**config.mk**
```make
export PLATFORM = sky130hd
export DESIGN_NAME = mem_arbiter
export DESIGN_NICKNAME = d
export VERILOG_FILES = /design/src/rtl/mem_arbiter.sv
export SDC_FILE = /design/constraint.sdc
export NUM_CORES = 1
export LEC_CHECK = 0
export CORE_AREA = 2 2 145 147
export DETAILED_ROUTE_END_ITERATION = 8
export DIE_AREA = 0 0 147 149
export GPL_ROUTABILITY_DRIVEN = 0
export GPL_TIMING_DRIVEN = 0
export SYNTH_ARGS = -nofsm -noshare
export SYNTH_HDL_FRONTEND = slang
export SYNTH_SLANG_ARGS = --single-unit
```
**constraint.sdc**
```tcl
create_clock -name clk_i -period 2.22 [get_ports clk_i]
set_input_delay 0.666 -clock clk_i [delete_from_list [all_inputs] [get_ports clk_i]]
set_output_delay 0.666 -clock clk_i [all_outputs]
set_load 0.1 [all_outputs]
```
**src/rtl/mem_arbiter.sv**
```systemverilog
// mem_arbiter: shares the single main-memory port between I-cache line refills and data-side bursts (MEM_ARB_RR_EN selects round-robin, else fixed data priority).
// Latency: command/grant registered one cycle after the request is seen in IDLE; beats forwarded combinationally; done one cycle after the last beat.
// Backpressure: memory paces the burst via mem_ack_i, mem_rvalid_i and mem_wready_i; requesters hold their request until done, and the grant stays up until then.
module mem_arbiter #(
  parameter int BEATS  = 8,
  parameter int DATA_W = 64,
  parameter int ADDR_W = 32
) (
  input  logic              clk_i,
  input  logic              reset_n_i,
  input  logic              ic_req_i,
  input  logic [ADDR_W-1:0] ic_addr_i,
  output logic              ic_gnt_o,
  output logic              ic_beat_valid_o,
  output logic              ic_done_o,
  input  logic              dc_req_i,
  input  logic              dc_we_i,
  input  logic [ADDR_W-1:0] dc_addr_i,
  input  logic [DATA_W-1:0] dc_wdata_i,
  output logic              dc_gnt_o,
  output logic              dc_beat_valid_o,
  output logic              dc_wbeat_ready_o,
  output logic              dc_done_o,
  output logic [DATA_W-1:0] rdata_o,
  output logic              mem_req_o,
  output logic              mem_we_o,
  output logic [ADDR_W-1:0] mem_addr_o,
  input  logic              mem_ack_i,
  input  logic              mem_rvalid_i,
  input  logic [DATA_W-1:0] mem_rdata_i,
  input  logic              mem_wready_i,
  output logic [DATA_W-1:0] mem_wdata_o
);

  localparam int CNT_W = $clog2(BEATS);
  localparam int OFF_W = $clog2(BEATS * DATA_W / 8);
  localparam logic [ADDR_W-1:0] LINE_MASK = {ADDR_W{1'b1}} << OFF_W;
  localparam logic [CNT_W-1:0]  LAST_BEAT = CNT_W'(BEATS - 1);

  localparam logic [1:0] ST_IDLE = 2'd0;
  localparam logic [1:0] ST_CMD  = 2'd1;
  localparam logic [1:0] ST_XFER = 2'd2;
  localparam logic [1:0] ST_DONE = 2'd3;

  logic [1:0]        state_q, state_d;
  logic              owner_dc_q, owner_dc_d;
  logic              we_q, we_d;
  logic [ADDR_W-1:0] addr_q, addr_d;
  logic [CNT_W-1:0]  cnt_q, cnt_d;
  logic              pick_dc;
  logic              beat;
  logic              busy;
  logic              rd_xfer;
  logic              wr_xfer;

`ifdef MEM_ARB_RR_EN
  logic prefer_dc_q, prefer_dc_d;

  // Round-robin: on a tie the side not served last wins; pointer moves when a burst completes
  always_comb begin
    pick_dc     = dc_req_i & (~ic_req_i | prefer_dc_q);
    prefer_dc_d = prefer_dc_q;
    if (state_q == ST_DONE) prefer_dc_d = ~owner_dc_q;
  end

  // Pointer resets to favour the data side
  always_ff @(posedge clk_i or negedge reset_n_i) begin
    if (!reset_n_i) prefer_dc_q <= 1'b1;
    else            prefer_dc_q <= prefer_dc_d;
  end
`else
  // Fixed priority: the data side wins every tie
  always_comb pick_dc = dc_req_i;
`endif

  // A beat counts only in XFER, on the handshake matching the burst direction
  always_comb beat = (state_q == ST_XFER) & (we_q ? mem_wready_i : mem_rvalid_i);

  // Burst sequencer: arbitrate in IDLE, issue command, count beats, pulse done
  always_comb begin
    state_d    = state_q;
    owner_dc_d = owner_dc_q;
    we_d       = we_q;
    addr_d     = addr_q;
    cnt_d      = cnt_q;
    case (state_q)
      ST_IDLE: begin
        if (ic_req_i | dc_req_i) begin
          owner_dc_d = pick_dc;
          we_d       = pick_dc & dc_we_i;
          addr_d     = (pick_dc ? dc_addr_i : ic_addr_i) & LINE_MASK;
          cnt_d      = '0;
          state_d    = ST_CMD;
        end
      end
      ST_CMD: begin
        if (mem_ack_i) state_d = ST_XFER;
      end
      ST_XFER: begin
        if (beat) begin
          cnt_d = cnt_q + CNT_W'(1);
          if (cnt_q == LAST_BEAT) state_d = ST_DONE;
        end
      end
      default: state_d = ST_IDLE;
    endcase
  end

  // Sequencer state; async reset abandons any burst in flight
  always_ff @(posedge clk_i or negedge reset_n_i) begin
    if (!reset_n_i) begin
      state_q    <= ST_IDLE;
      owner_dc_q <= 1'b0;
      we_q       <= 1'b0;
      addr_q     <= '0;
      cnt_q      <= '0;
    end else begin
      state_q    <= state_d;
      owner_dc_q <= owner_dc_d;
      we_q       <= we_d;
      addr_q     <= addr_d;
      cnt_q      <= cnt_d;
    end
  end

  // Outputs decoded from state; data paths are gated so idle/reset outputs read as zero
  always_comb begin
    busy             = (state_q != ST_IDLE);
    rd_xfer          = (state_q == ST_XFER) & ~we_q;
    wr_xfer          = (state_q == ST_XFER) & we_q;
    ic_gnt_o         = busy & ~owner_dc_q;
    dc_gnt_o         = busy & owner_dc_q;
    ic_beat_valid_o  = rd_xfer & mem_rvalid_i & ~owner_dc_q;
    dc_beat_valid_o  = rd_xfer & mem_rvalid_i & owner_dc_q;
    dc_wbeat_ready_o = wr_xfer & mem_wready_i;
    ic_done_o        = (state_q == ST_DONE) & ~owner_dc_q;
    dc_done_o        = (state_q == ST_DONE) & owner_dc_q;
    rdata_o          = rd_xfer ? mem_rdata_i : '0;
    mem_wdata_o      = wr_xfer ? dc_wdata_i : '0;
    mem_req_o        = (state_q == ST_CMD);
    mem_we_o         = (state_q == ST_CMD) & we_q;
    mem_addr_o       = (state_q == ST_CMD) ? addr_q : '0;
  end

endmodule

```
==> results of run 1 <==
## layer usage
metal,routed length [µm],GRT usage
met1,7030,0.186
met2,9280,0.288
met3,1700,0.0584
met4,314,0.0346
met5,0,0
## synthesized netlist by cell type (2+ instances only)
library cell / n / area, µm²
ha_1: 7 / 87.6
inv_1: 6 / 22.5
mux2_2: 2 / 22.5
nor2b_1: 2 / 12.5
buf_2: 3 / 15.0
clkbuf_1: 27 / 101
nor2_1: 5 / 18.8
and3_1: 66 / 413
mux2i_1: 27 / 270
dfrtp_1: 33 / 826
nand3_1: 3 / 15.0
o21ai_0: 28 / 140
buf_4: 7 / 52.6
and2_1: 92 / 576
nand2_1: 32 / 120
## sequential cells by signal, indices dropped and copies added (netlist names)
signal and cells:
owner_dc_q 1, state_q 2, we_q 1, cnt_q 3
addr_q 26
## area by class of cell
cell class              instances  area share
clock buffers                   7      0.0162
flip-flops and latches         33      0.0882
multi-input cells             277       0.249
diodes                          3    0.000798
well taps                     275      0.0366
plain buffers                  36      0.0434
inverters                       6     0.00266
clock inverters                 1    0.000532
repair buffers                374       0.563
## report_power, final
part | leakage, nW | switching [mW] | internal, mW
registers | 0.407 | 0.193 | 0.895
logic | 3.52 | 7.29 | 4.74
clock network | 0.0799 | 0.250 | 0.475
## logic make-up (layout without fill, tap and decap cells)
logic type,after synthesis,after routing,synth area share
flip-flops,33,33,0.299
buffers and inverters,43,424,0.0694
multiplexers,30,30,0.112
other,1,9,0.00136
adder cells (fa/ha/maj),7,7,0.0317
AND/OR/NAND/NOR,202,202,0.424
AO/OA/AOI/OAI,32,32,0.0621
## timing repair
item / CTS / global route
gates resized for setup: 1613 / 34
pin swaps: 43 / 1
endpoints found under the setup margin: 177 / 168
cloned: 9 / 0
setup buffers: 11 / 5
## metrics by stage
| step | cells | power (mW) | TNS, ns | hold slack, ns | cell area (µm²) |
|---|---|---|---|---|---|
| after floorplan | 353 | 7.70 | -12.29 | 0.370 | 3030 |
| after global placement | 978 | 9.90 | -191.21 | 0.453 | 6880 |
| after detailed placement | 978 | 9.94 | -183.68 | 0.464 | 6880 |
| after CTS | 1005 | 13.6 | -18.37 | 0.476 | 9260 |
| after global routing | 1010 | 14.4 | -27.06 | 0.490 | 9400 |
| final | 1012 | 13.9 | -17.97 | 0.468 | 9410 |
## worst max-delay path by stage
stage | slack, ns | to
after CTS | -0.18 | rdata_o[42]
after detailed placement | -1.42 | mem_wdata_o[48]
after global routing | -0.23 | rdata_o[21]
final | -0.17 | rdata_o[22]
after global placement | -1.39 | mem_wdata_o[46]
after floorplan | -0.28 | mem_addr_o[18]
## worst max-delay path, cell delays in order, from the launching register on
cell       delay, ns
dfrtp_2         0.42
inv_4           0.08
ha_4            0.12
and2b_4         0.21
buf_16          0.14
clkbuf_16       0.13
and2_4          0.15
buf_12          0.17
==> flow_summary.toml, run 1 <==
[critical_path]
worstSetupEndpointType = "primary output"
reg2reg_slack_ns = 0.15
cp.arrival_ns = 1.72
crit_fanout = 5
reg2reg_to = "state_q[1]"
r2r_cells = 8
worstPathRequired_ns = 1.55
rr_startpoint = "state_q[0]"
crit_path_start_kind = "flip-flop"
worst-setup-path-type = "reg2out"
startpoint = "state_q[0]"

[floorplan]
die_h_um = 149
start_util = 0.134
io_pins = 369
die_w_um = 147
core_area_um2 = 20600
rows = 53
die-area_um2 = 21900

[clock_network]
cts_buffer_depth = 2
numClockSinks = 33
clkLatencyLatePin_ns = 0.27
cts_max_level = 2
hold_buffers = 0
root_buffer = "clkbuf_16"
clkTransAtPathRegs_ns = 0.05
cts_buffers = 5
cts_tree = "done"

[timing]
period_minus_slack_ns = 2.39
max_freq_mhz = 419
hold_viol = 0
min_period_over_period = 1.08
worst_pin_slew_ns = 0.786
slew_headroom = 0.476
setup_violations = 153
drv_slew = 0
finClkSkew_ns = 0.00239
final.setup.worst_slack_ns = -0.169
rsz0062_at_grt = "true"

[synthesis]
ys_seq_area_frac = 0.299
synth_cell_types = 23
synth_edf_count = 0
synth_seq_cells = 33
syn_area_per_cell_um2 = 7.93
ys_warn_count = 0
syn_inst = 348
async_flop_share = 1.00
ys.flop_type = "dfrtp_1"
netlist_area_um2 = 2760

[grt]
grtUsageTotal = 0.161
overflow = 0
grt_max_degree = 34
grt_pass1_wl_um = 26800
grt_pass1_vias = 4225
antenna_found_initial = 3

[routing]
dr.pass1.iters = 4
routed-via-count = 3951
routedWlPerCell_um = 18.1
antenna_left = 0
drc = 0
avgViaCountPerCell = 3.90
wl_um = 18300
drtIter0Drc = 67

[status]
outcome = "finished with violations"
violations = "negative setup slack"

[worst_hold_path]
min_to = "addr_q[12]"
min_path_type = "reg2reg"
min-delay-start = "addr_q[12]"
min_path_cells = 2

[finish]
fillers = 1877
final_core_util = 0.458
mostFrequentLayoutCell = "clkdlybuf4s50_1"
nNetsFinal = 940
layout-drive-gt1-share = 0.552
seq_area_um2 = 830
final_cell_mix = "clkdlybuf4s50_1 (184), buf_12 (151), and2_4 (61)"
syn2layout_area_growth_pct = 241
multi_input_area_um2 = 2340

[run]
maxCapViolCount = 0

[power]
max-vdd-ir-drop_mv = 0.556
power.density_nw_per_um2 = 1470
p_leak_nw = 4.01

[placed_design]
preCtsSetupSlack_ns = -1.42
dpl.hpwl_um = 13600
port_buffers = 350
No activity file was read; power rests on OpenSTA's default activity.
==> inputs of run 2 (changes only) <==
Clock period 2.22 ns to 2.3 ns, I/O delays scaled along.
==> run 2 against run 1 <==
Compared with the run above:
- the run still ends with negative setup slack left
- critical path depth is the same
- sequential cell count stayed put
- sequential share of layout area is 0.055 points lower
- non-clock buffer count rose by 5
- critical endpoint is now mem_wdata_o[32]
- largest cell class unchanged
- largest power group unchanged
==> flow_summary.toml, run 2 (synthesized netlist as in run 1, its figures left out) <==
[power]
power_switching_mw = 7.56
p_seq_frac = 0.078
p_clk_frac = 0.048
power_mw = 13.5
combPwrFrac = 0.874
max-vdd-ir-drop_mv = 0.503
p_leak_nw = 4.02
power.internal_mw = 5.92
power.density_nw_per_um2 = 1420
p_sw_frac = 0.561

[placed_design]
port_buffers = 350
dpl.hpwl_um = 13100
dp.cells = 978

[timing]
hold_viol = 0
worst_pin_slew_ns = 0.790
drv_slew = 0
final.setup.worst_slack_ns = -0.161
min_period_over_period = 1.07
max_freq_mhz = 406
slew_headroom = 0.473
setup_violations = 146
period_minus_slack_ns = 2.46
finClkSkew_ns = 0.00685
rsz0062_at_grt = "true"

[routing]
drtIter0Drc = 87
antenna_left = 0
avgViaCountPerCell = 3.97
wl_um = 18800
routedWlPerCell_um = 18.5
dr.pass1.iters = 4
routed-via-count = 4032
drc = 0

[clock_network]
numClockSinks = 33
clkTransAtPathRegs_ns = 0.06
hold_buffers = 0
clkLatencyLatePin_ns = 0.28
cts_buffer_depth = 2
root_buffer = "clkbuf_16"
cts_tree = "done"
cts_buffers = 5
cts_max_level = 2

[floorplan]
die_w_um = 147
rows = 53
io_pins = 369
start_util = 0.134
core_area_um2 = 20600
die_h_um = 149
die-area_um2 = 21900

[finish]
syn2layout_area_growth_pct = 243
top_register = "addr_q"
final_core_util = 0.461
largest_reg_flops = 26
mostFrequentLayoutCell = "clkdlybuf4s50_1"
fin_cells = 1015
top_regs = "addr_q x26, cnt_q x3, state_q x2"
layout-drive-gt1-share = 0.551
nNetsFinal = 945
final_cell_mix = "clkdlybuf4s50_1 (184), buf_12 (153), and2_4 (73)"

[critical_path]
cp.arrival_ns = 1.77
worstSetupEndpointType = "primary output"
worst-setup-path-type = "reg2out"
worstPathRequired_ns = 1.61
crit_fanout = 8
crit_path_start_kind = "flip-flop"

[worst_hold_path]
min_path_type = "reg2reg"

[grt]
overflow = 0
grt_pass1_vias = 4218
grt_max_degree = 34
grt_pass1_wl_um = 26500
antenna_found_initial = 1
grtUsageTotal = 0.158

[run]
maxCapViolCount = 0

[status]
outcome = "finished with violations"
violations = "negative setup slack"
-- run 2: what timing repair did --
action | CTS | global route
cloned | 10 | 4
endpoints found under the setup margin | 163 | 177
gates resized for setup | 1563 | 114
setup buffers | 6 | 12
pin swaps | 43 | 3
-- run 2: stage by stage --
stage | worst slack, ns | hold WS, ns | TNS (ns) | instance area [µm²]
2_1_floorplan | -0.221 | 0.394 | -9.19 | 3020
4_1_cts | -0.167 | 0.475 | -12.16 | 8990
5_1_grt | -0.213 | 0.492 | -22.52 | 9470
3_5_place_dp | -1.33 | 0.462 | -173.96 | 6860
6_report | -0.161 | 0.469 | -14.57 | 9470
3_3_place_gp | -1.31 | 0.453 | -178.98 | 6870
-- run 2: final cells by class --
type	count	area [µm²]
antenna	1	2.50
buffer	34	383
clock buffer	6	129
clock inverter	2	10.0
fill	1844	11100
inverter	6	25.0
multi-input combinational	277	2360
sequential	33	830
tap	275	344
timing repair buffer	381	5390
-- run 2: worst paths after layout --
path / to / slack [ns] / start / depth (start not counted)
max: mem_wdata_o[32] / -0.16 / state_q[0] / 7
min: addr_q[27] / 0.47 / addr_q[27] / 2
max reg2reg: state_q[1] / 0.37 / state_q[1] / 6
min reg2reg: addr_q[27] / 0.47 / addr_q[27] / 2
max in group asynchronous: we_q / 1.26 / reset_n_i / 1
min in group asynchronous: addr_q[13] / 0.49 / reset_n_i / 1
-- run 2: layer usage --
layer / part of all wire / global-route usage / wire length (µm)
met3: 0.075 / 0.0431 / 1410
met1: 0.39 / 0.182 / 7270
met2: 0.51 / 0.287 / 9630
met5: 0 / 0 / 0
met4: 0.025 / 0.0457 / 473
-- run 2: power by group through the flow --
stage	sequential, mW	clock (mW)	combinational, mW
global placement	1.03	0	8.47
CTS	1.06	0.680	11.2
detailed placement	1.04	0	8.48
finish	1.05	0.652	11.8
global route	1.10	0.698	12.2
floorplan	0.988	0	6.41
-- run 2: worst max-delay path: stages, from the launching register on --
cell and delay (ns):
dfrtp_2 0.42, inv_4 0.07, buf_4 0.11, ha_4 0.19
clkbuf_16 0.19, buf_8 0.11, and3_4 0.20, buf_12 0.17
==> inputs of run 3 (changes only) <==
Clock period 2.3 ns to 2.67 ns, I/O delays scaled along.
==> run 3 against run 2 <==
Compared with the run above:
- the run now ends clean
- clock power is 14% lower
- die area stayed put
- core utilization is 9.8 points lower
- critical endpoint is now rdata_o[24]
- via count is 6.7% lower
- sequential share of layout area is 2.3 points higher
- sequential cell count stayed put
- first-iteration DRC count is 29% lower
- clock-buffer cell count stayed put
- clock skew is 0.0021 ns lower
- combinational power is 33% lower
- hold slack better by 0.00087 ns
==> flow_summary.toml, run 3 (synthesized netlist as in run 1, its figures left out) <==
[status]
outcome = "complete, no violations"

[clock_network]
cts_tree = "done"
clkTransAtPathRegs_ns = 0.06
root_buffer = "clkbuf_16"
cts_buffer_depth = 2
numClockSinks = 33
cts_buffers = 5
clkLatencyLatePin_ns = 0.28
cts_max_level = 2
hold_buffers = 0

[finish]
layout-drive-gt1-share = 0.438
fin_cells = 989
insertedDiodeCount = 0
top_register = "addr_q"
largest_reg_flops = 26
final_cell_mix = "clkdlybuf4s50_1 (186), and2_2 (67), buf_4 (65)"
nNetsFinal = 920
mostFrequentLayoutCell = "clkdlybuf4s50_1"
syn2layout_area_growth_pct = 170
top_regs = "addr_q x26, cnt_q x3, state_q x2"

[timing]
max_freq_mhz = 377
period_minus_slack_ns = 2.65
finClkSkew_ns = 0.00471
rsz0062_at_grt = "true"
hold_viol = 0
setup_violations = 0
slew_headroom = 0.461
min_period_over_period = 0.994
drv_slew = 0
worst_pin_slew_ns = 0.809
holdWs_ns = 0.470

[power]
power.density_nw_per_um2 = 1250
max-vdd-ir-drop_mv = 0.540
p_leak_nw = 3.56

[routing]
wl_um = 16000
antenna_left = 0
routedWlPerCell_um = 16.1
drc = 0
avgViaCountPerCell = 3.80
drtIter0Drc = 62
routed-via-count = 3763
dr.pass1.iters = 4

[critical_path]
reg2reg_slack_ns = 0.55
path_delay_family = "buffers and inverters"
r2r_cells = 6
rr_startpoint = "state_q[1]"
reg2reg_to = "state_q[0]"
cp.arrival_ns = 1.85
crit_path_start_kind = "flip-flop"
path_cells = "inv_2 -> ha_2 -> and2b_2 -> buf_8 -> clkbuf_8 -> and2_2 -> buf_12"
crit_fanout = 10
max_stage_delay_ns = 0.37
worstSetupEndpointType = "primary output"
worstPathRequired_ns = 1.87
cp_slowest_cell = "dfrtp_1"
worst-setup-path-type = "reg2out"
critPathBufInv = 4

[worst_hold_path]
min_path_type = "reg2reg"
min_to = "addr_q[10]"
min-delay-start = "addr_q[10]"
min_path_cells = 2

[floorplan]
die-area_um2 = 21900
rows = 53
io_pins = 369
start_util = 0.134
die_w_um = 147
core_area_um2 = 20600
die_h_um = 149

[placed_design]
dpl.hpwl_um = 13000
port_buffers = 350
dp.cells = 978

[grt]
antenna_found_initial = 0
overflow = 0
grtUsageTotal = 0.138
grt_pass1_vias = 3798
grt_pass1_wl_um = 23300
grt_max_degree = 34

[run]
maxCapViolCount = 0
-- run 3: cell types whose count changed in the layout (fill, tap and decap cells not counted), sizes merged --
cell / before / now
diode: 1 / 0
buf: 207 / 173
dlygate4sd2: 2 / 0
clkbuf: 28 / 32
clkdlybuf4s15: 0 / 5
clkdlybuf4s50: 184 / 186
-- run 3: worst reg2reg max path: stages (launching register included) --
cell and delay, ns:
dfrtp_1 0.42, inv_1 0.12, ha_1 0.38, nor3b_1 0.49, a21oi_1 0.08, o221ai_1 0.14
mux2_2 0.37
-- run 3: how the worst max path moves through the flow --
stage	slack, ns	cells after the start	end	startpoint
after detailed placement	-1.02	7	rdata_o[44]	state_q[0]
after CTS	-0.05	5	mem_addr_o[12]	state_q[1]
after global placement	-1.01	7	rdata_o[47]	state_q[0]
final	0.02	7	rdata_o[24]	state_q[0]
after global routing	-0.09	6	mem_wdata_o[42]	state_q[0]
after floorplan	0.04	5	rdata_o[54]	state_q[0]
-- run 3: timing repair --
action                                  4_1_cts  5_1_grt
resized for setup                          1193       15
cloned                                        0        0
endpoints found under the setup margin      163      107
setup buffers                                 1        2
-- run 3: where the power goes --
| part | leakage (nW) | internal [mW] | switching (mW) |
|---|---|---|---|
| logic | 3.08 | 2.32 | 5.58 |
| registers | 0.410 | 0.739 | 0.146 |
| clock network | 0.0706 | 0.342 | 0.217 |
| total | 3.56 | 3.40 | 5.94 |
-- run 3: final cells by class --
class                           instances  area [µm²]
Inverter                                6        22.5
Clock inverter                          2        10.0
Clock buffer                            6         129
Fill cell                            2138       13100
Sequential cell                        33         826
Tap cell                              275         344
Timing Repair Buffer                  353        3950
Buffer                                 37         245
Multi-Input combinational cell        277        1910
-- run 3: per-layer routing --
layer	part of all wire	GRT usage
met1	0.41	0.167
met2	0.49	0.239
met3	0.099	0.0468
met4	0.011	0.0274
met5	0	0
-- run 3: per-stage QoR --
step / total power [mW] / setup slack [ns] / util / setup TNS [ns] / instance area (µm²)
after floorplan: 6.28 / 0.0365 / - / 0 / 2920
after global placement: 8.10 / -1.01 / 0.329 / -126.07 / 6760
after detailed placement: 8.13 / -1.02 / 0.329 / -129.02 / 6760
after CTS: 9.36 / -0.0463 / 0.360 / -0.935 / 7390
after global routing: 9.72 / -0.0897 / 0.362 / -3.73 / 7440
final: 9.34 / 0.0157 / 0.362 / 0 / 7440
==> edit, RTL diff (settings of run 3) <==
`BEATS`: 8 -> 16.
--- a/src/rtl/mem_arbiter.sv
+++ b/src/rtl/mem_arbiter.sv
@@ -3,5 +3,5 @@
 // Backpressure: memory paces the burst via mem_ack_i, mem_rvalid_i and mem_wready_i; requesters hold their request until done, and the grant stays up until then.
 module mem_arbiter #(
-  parameter int BEATS  = 8,
+  parameter int BEATS  = 16,
   parameter int DATA_W = 64,
   parameter int ADDR_W = 32
Function: changed (a bounded check fails within 4 cycles, from zero or initial values and one cycle with reset_n_i low).
==> edit against run 3 <==
Sequential cell count unchanged; largest cell class unchanged; design area up 2.5%; global-route usage up 0.66 points; register-to-register slack better by 0.17 ns; power up 6.0%; combinational power up 7.2%; maximum frequency down 1.3%; highest routed layer is now met5; routed wire length up 4.5%; die area unchanged; setup slack worse by 0.035 ns; via count up 2.7%; the run now ends with setup timing left; count of clock-buffer cells in the layout unchanged; area after synthesis up 1.4%.
==> edit: results (changes against run 3) <==
\begin{tabular}{lr}
\hline
Metric & Value \\
\hline
\multicolumn{2}{l}{\textbf{Run status}} \\
\quad Result of the run & complete, but fails checks \\
\quad Violated checks & setup timing \\
\multicolumn{2}{l}{\textbf{STA}} \\
\quad Layout Skew & 0.005870 ns (+0.001164 ns) \\
\quad Minimum hold slack & 0.4686 ns (-0.001255 ns) \\
\quad Final worst-path setup slack & -0.01940 ns (-0.03506 ns) \\
\quad \# setup viols final & 6 (+6) \\
\quad Sum of negative setup slack & -0.08485 ns (-0.08485 ns) \\
\multicolumn{2}{l}{\textbf{Place}} \\
\quad Number of port buffers & 347 (-0.86\%) \\
\quad Area post-placement & 6758 µm² (about the same) \\
\multicolumn{2}{l}{\textbf{Worst hold path}} \\
\quad Source of the worst hold timing path & addr\_q[22]\$\_DFFE\_PN0P\_ \\
\multicolumn{2}{l}{\textbf{Worst setup path}} \\
\quad Cell with the biggest individual delay on the critical path & sky130\_fd\_sc\_hd\_\_dfrtp\_2 \\
\quad Highest fanout seen on the critical path & 5 (-5) \\
\quad Largest stage delay on the critical path & 0.42 ns (+0.05 ns) \\
\quad Data arrival time at the worst-slack endpoint & 1.89 ns (+0.04 ns) \\
\multicolumn{2}{l}{\textbf{Routing}} \\
\quad Vias/cell & 3.857 (+1.4\%) \\
\quad Top layer reached by signal wires & met5 \\
\quad Detailed Route Iter0 Violations & 46 (-26\%) \\
\quad Routed length on met3 & 1539 µm (-2.5\%) \\
\quad WL per Instance & 16.64 µm (+3.1\%) \\
\quad Met2 Routed Length & 8363 µm (+8.0\%) \\
\multicolumn{2}{l}{\textbf{GRT}} \\
\quad Met3 global-route usage & 0.04587 (-0.0009174) \\
\quad GR Util met2 & 0.2615 (+0.02207) \\
\quad Global-route wire length before repair & 24,380 µm (+4.6\%) \\
\multicolumn{2}{l}{\textbf{Layout}} \\
\quad Top Registers & addr\_q (25), cnt\_q (4), state\_q (2) \\
\quad Multi-input gates & 284 (+2.5\%) \\
\quad Final-layout clock-cell area share & 0.01820 (-0.0004558) \\
\quad Share of cell area taken by multi-input logic gates & 0.2668 (+0.009621) \\
\quad Filler Cell Count & 2,101 (-1.7\%) \\
\multicolumn{2}{l}{\textbf{CTS}} \\
\quad Post-CTS Resized & 1,187 (-0.50\%) \\
\multicolumn{2}{l}{\textbf{Yosys}} \\
\quad Mean instance size in the synthesized netlist & 7.925 µm² (about the same) \\
\quad Post-synthesis mux area share & 0.1136 (+0.002031) \\
\quad List of most frequent post-synthesis cells & sky130\_fd\_sc\_hd\_\_and2\_1 (91), sky130\_fd\_sc\_hd\_\_and3\_1 (66), sky130\_fd\_sc\_hd\_\_nand2\_1 (35) \\
\quad Synth unique cells & 24 (+4.3\%) \\
\multicolumn{2}{l}{\textbf{Pwr}} \\
\quad Sequential power & 897 µW (+1\%) \\
\quad Final Power & 9906 µW (+6.0\%) \\
\hline
\end{tabular}
-- edit: cell types whose count changed after synthesis, sizes merged, moves of 2 or more --
cell,run 3,this run
inv,6,3
nand2,32,35
nand3,3,5
nor2b,2,4
o21ai,29,27
-- edit: worst min-delay path: cells and delay by family (launching register included) --
kind             cells  cell delay, ns
AO/OA/AOI/OAI        1            0.06
flip-flops           1            0.33
AND/OR/NAND/NOR      1            0.04
-- edit: how the worst max path moves through the flow --
stage	from	to	cells past startpoint
floorplan	state_q[0]$_DFFE_PN0P_	ic_beat_valid_o	6
global placement	state_q[0]$_DFFE_PN0P_	mem_wdata_o[5]	6
detailed placement	state_q[0]$_DFFE_PN0P_	mem_wdata_o[5]	6
CTS	state_q[1]$_DFFE_PN0P_	rdata_o[30]	8
global route	state_q[1]$_DFFE_PN0P_	rdata_o[24]	8
finish	state_q[1]$_DFFE_PN0P_	rdata_o[19]	8
